--- config.mk ---
export PLATFORM = sky130hd
export DESIGN_NAME = sw_input_debounce
export DESIGN_NICKNAME = d
export VERILOG_FILES = /design/src/rtl/io_pkg.sv /design/src/rtl/debounce_bit.sv /design/src/rtl/sw_input_debounce.sv
export SDC_FILE = /design/constraint.sdc
export NUM_CORES = 1
export LEC_CHECK = 0
export ABC_AREA = 1
export CORE_ASPECT_RATIO = 1.5
export CORE_UTILIZATION = 48
export CTS_BUF_LIST = sky130_fd_sc_hd__clkbuf_8
export CTS_CLUSTER_SIZE = 25
export DETAILED_ROUTE_END_ITERATION = 12
export PLACE_DENSITY = 0.67
export SETUP_SLACK_MARGIN = 0.1
export SLEW_MARGIN = 40
export SYNTH_ARGS = -nofsm -noshare
export SYNTH_HDL_FRONTEND = slang
export SYNTH_HIERARCHICAL = 1
export SYNTH_SLANG_ARGS = --single-unit
--- constraint.sdc ---
create_clock -name clk -period 1.45 [get_ports clk]
set_input_delay 0.435 -clock clk [delete_from_list [all_inputs] [get_ports clk]]
set_output_delay 0.435 -clock clk [all_outputs]
set_load 0.02 [all_outputs]
--- src/rtl/io_pkg.sv ---
// rtl/io_pkg.sv - shared switch-input constants and debouncer state type
package io_pkg;

    localparam int SW_WIDTH              = 12;
    localparam int BOARD_DEBOUNCE_CYCLES = 1_000_000;

    typedef enum logic {
        IDLE  = 1'b0,
        COUNT = 1'b1
    } db_state_t;

endpackage

--- src/rtl/debounce_bit.sv ---
// rtl/debounce_bit.sv - one switch line: synchroniser chain plus debounce FSM
module debounce_bit
    import io_pkg::*;
#(
    parameter int SYNC_STAGES     = 2,
    parameter int DEBOUNCE_CYCLES = 16
) (
    input  logic clk,
    input  logic rst_n,
    input  logic raw_i,
    output logic stable_o,
    output logic accept_o,
    output logic idle_o
);

    localparam int                CNT_W     = $clog2(DEBOUNCE_CYCLES + 1);
    localparam logic [CNT_W-1:0]  CNT_LAST  = CNT_W'(DEBOUNCE_CYCLES - 1);
    localparam bit                IMMEDIATE = (DEBOUNCE_CYCLES == 1);

    logic [SYNC_STAGES-1:0] sync_q;
    db_state_t              state_q;
    logic [CNT_W-1:0]       cnt_q;
    logic                   stable_q;
    logic                   s;
    logic                   differ;

    assign s      = sync_q[SYNC_STAGES-1];
    assign differ = (s != stable_q);

    // Accept on the edge where the differing level has been seen DEBOUNCE_CYCLES times.
    always_comb begin
        accept_o = 1'b0;
        if (differ) begin
            if (state_q == IDLE) accept_o = IMMEDIATE;
            else                 accept_o = (cnt_q == CNT_LAST);
        end
    end

    always_ff @(posedge clk or negedge rst_n) begin
        if (!rst_n) begin
            sync_q <= '0;
        end else begin
            sync_q <= {sync_q[SYNC_STAGES-2:0], raw_i};
        end
    end

    always_ff @(posedge clk or negedge rst_n) begin
        if (!rst_n) begin
            state_q  <= IDLE;
            cnt_q    <= '0;
            stable_q <= 1'b0;
        end else begin
            case (state_q)
                IDLE: begin
                    cnt_q <= '0;
                    if (differ) begin
                        if (IMMEDIATE) begin
                            stable_q <= s;
                        end else begin
                            state_q <= COUNT;
                            cnt_q   <= CNT_W'(1);
                        end
                    end
                end
                COUNT: begin
                    if (!differ) begin
                        state_q <= IDLE;
                        cnt_q   <= '0;
                    end else if (cnt_q == CNT_LAST) begin
                        stable_q <= s;
                        state_q  <= IDLE;
                        cnt_q    <= '0;
                    end else begin
                        cnt_q <= cnt_q + 1'b1;
                    end
                end
                default: begin
                    state_q <= IDLE;
                    cnt_q   <= '0;
                end
            endcase
        end
    end

    assign stable_o = stable_q;
    assign idle_o   = (state_q == IDLE);

endmodule

--- src/rtl/sw_input_debounce.sv ---
// rtl/sw_input_debounce.sv - synchronised, per-bit debounced slide-switch bank
module sw_input_debounce
    import io_pkg::*;
#(
    parameter int WIDTH           = SW_WIDTH,
    parameter int SYNC_STAGES     = 2,
    parameter int DEBOUNCE_CYCLES = 16
) (
    input  logic             clk,
    input  logic             rst_n,
    input  logic [WIDTH-1:0] sw_raw,
    output logic [WIDTH-1:0] data_stable,
    output logic             change_pulse,
    output logic             settled
);

    logic [WIDTH-1:0] accept;
    logic [WIDTH-1:0] idle;
    logic             change_pulse_q;
    logic             change_pulse_d;

    for (genvar i = 0; i < WIDTH; i++) begin : g_bit
        debounce_bit #(
            .SYNC_STAGES     (SYNC_STAGES),
            .DEBOUNCE_CYCLES (DEBOUNCE_CYCLES)
        ) u_bit (
            .clk      (clk),
            .rst_n    (rst_n),
            .raw_i    (sw_raw[i]),
            .stable_o (data_stable[i]),
            .accept_o (accept[i]),
            .idle_o   (idle[i])
        );
    end

    // Same edge that loads data_stable raises the pulse, so both appear together.
    assign change_pulse_d = |accept;

    always_ff @(posedge clk or negedge rst_n) begin
        if (!rst_n) change_pulse_q <= 1'b0;
        else        change_pulse_q <= change_pulse_d;
    end

    assign change_pulse = change_pulse_q;
    assign settled      = &idle;

endmodule

==> results.cfg <==
[synth]
syn-mean-instance-area_um2 = 9.55
synth_enable_flop_cells = 0
netlist.area_leader.share = 0.584
async_reset_ff_frac = 1.00
synth_top_flop_cell = dfrtp_1
netlist_area_um2 = 4670
ys_types = 15
synth_area_leaders = dfrtp_1 (58%), nand2_1 (8.4%), inv_1 (6.7%), nor2_1 (4.6%), ha_1 (3.2%)
syn_inst = 489
synth_top_cell_by_area = dfrtp_1
synth-seq-area-share = 0.584
ys_top_cells_by_count = dfrtp_1 (109), nand2_1 (104), inv_1 (84)
syn_nets = 515
synth_seq_cells = 109
post-synth-top-count-cell = dfrtp_1
ys_warn_count = 6

[floorplan]
rows = 43
die_h_um = 123
ios = 28
dieArea_um2 = 10100
fp.dieW_um = 82.6
core_um2 = 9360
start_util = 0.499

[setup_path]
cp_slowest_cell = dfrtp_1
cp.arrival_ps = 1310
cp_max_fo = 2
path_depth = 6
path_class = reg2out
path_cells = inv_1 -> nand2_1 -> nor2_2 -> nand2_1 -> nor2_2 -> buf_6
rr_worst_depth = 6
crit_path_start_kind = register
rrSetupSlack_ps = 180
crit_buf_inv = 2
cp-end-kind = output port
slowest_delay_ps = 390
required_ps = 1020
cp_top_family = flip-flops

[placed_design]
pre_cts_slack_ps = -363
gp_congestion = 0.781
dp_hpwl_mm = 5.78
io_buffers = 27
dp.cells = 660

[grt]
grt_pass1_wl_mm = 13.4
grt_use_total = 0.177
grt_max_degree = 40
antenna_found_initial = 0
grt_overflow = 0
grt_pass1_vias = 3270

[timing]
finalHoldWorstSlack_ps = 359
drv_slew = 0
finalCritPeriodShare = 1.20
fin_tns_setup_ps = -297
worst_slack_ps = -297
rsz0062_at_grt = yes
hold_violations = 0
setup_viol = 1
finClkSkew_ps = 8.68
worstMarginPinSlew_ps = 255
fin_crit_ps = 1750
max-slew-margin-rel = 0.830
fmax_mhz = 572

[cells_and_area]
layout-drive-gt1-share = 0.253
fin_cells = 696
fillers = 790
nNetsFinal = 605
antennaDiodeCount = 0
area_growth_pct = 27.4

[routing]
routed_via_density = 4.80
num_vias = 3339
detail_route.wl_per_cell_um = 11.6
postRouteAntennaNets = 0
first_pass_iters = 4
finalWirelength_mm = 8.10
drtIter0Drc = 210
drc_errors = 0

[clock_tree]
clockBufferDepth = 2
clock-root-buffer = clkbuf_8
cts_tree = done
cts.htree.levels = 3
cts.sinks = 109
numCtsBuffers = 9
clk_latency_ps = 370
clk_pin_slew_ps = 100

[power_and_ir_drop]
peakVddDrop_v = 0.000709
leakagePower_nw = 3.08
p_per_area_nw_per_um2 = 1010

[job]
drv_cap = 0

[status]
outcome = complete, but fails checks
violations = negative setup slack

[worst_hold_path]
hold_path_class = reg2reg
min_path_cells = 0
-- registers in the layout, summed over array words and instances (netlist names) --
register	cells
change_pulse	1
g_bit.u_bit/cnt_q	60
g_bit.u_bit/stable_o	12
g_bit.u_bit/state_q	12
g_bit.u_bit/sync_q	24
-- power breakdown --
group	internal [mW]	leakage (nW)	switching [mW]
logic	0.323	1.55	0.363
registers	3.18	1.42	0.102
clock network	1.00	0.112	1.05
total	4.51	3.08	1.52
-- routing by layer --
metal  vias up  track usage  wire length [um]
met5         -            0                 0
met2        33        0.309              4440
met3         7       0.0409               180
li1       1689            -                 -
met1      1610        0.199              3390
met4         0       0.0841                92
-- final cells by class --
cell class / instances / area (um^2) / area share
sequential: 109 / 2730 / 0.458
multi-input combinational: 296 / 1810 / 0.304
timing repair buffer: 79 / 731 / 0.123
inverter: 84 / 315 / 0.0530
tap: 112 / 140 / 0.0235
clock buffer: 9 / 124 / 0.0208
clock inverter: 7 / 105 / 0.0177
-- final timing paths --
kind,startpoint,endpoint
worst max-delay path,g_bit[2].u_bit/state_q,settled
worst max register to register,g_bit[8].u_bit/stable_o,g_bit[8].u_bit/stable_o
worst min register to register,g_bit[8].u_bit/sync_q[0],g_bit[8].u_bit/sync_q[1]
min in group asynchronous,rst_n,g_bit[10].u_bit/cnt_q[4]
max in group asynchronous,rst_n,g_bit[10].u_bit/sync_q[0]
worst min-delay path,g_bit[8].u_bit/sync_q[0],g_bit[8].u_bit/sync_q[1]
-- worst reg2reg max path: stages, from the launching register on --
cell     delay (ps)
dfrtp_1         410
buf_6           130
nand2_1         110
nand3_4         110
buf_4           160
o21ai_0         160
nand2_1          80
-- layout by cell type (no fill, tap or decap), drive strengths merged, types with 13 or more instances in the layout --
cell type and count:
buf 66, nor2 70, inv 87, nand2 104, nand3 36, dfrtp 109
o21ai 24, nand4 13
-- per-stage QoR --
step	total power [mW]	utilization	area [um^2]
2_1_floorplan	3.62	-	4670
3_3_place_gp	3.89	0.572	5360
5_1_grt	6.32	0.636	5950
4_1_cts	5.99	0.603	5640
6_report	6.02	0.636	5950
3_5_place_dp	3.91	0.572	5360
-- logic make-up (layout without fill, tap and decap cells) --
logic type	count (synthesis)	count (layout)	synth area share
adders and majority gates	12	12	0.0321
and+or+nand+nor	224	224	0.233
AOI/OAI and AO/OA	36	36	0.0386
DFF	109	109	0.584
xor gates and xnor gates	24	24	0.0450
buffers and inverters	84	179	0.0675
-- timing repair --
action	4_1_cts	5_1_grt
resized for setup	92	40
pin swaps	3	24
hold endpoints to repair	12	0
buffers inserted	1	18
hold buffers	1	0
setup endpoints to repair	15	18
(Power assumes the default switching activity.)
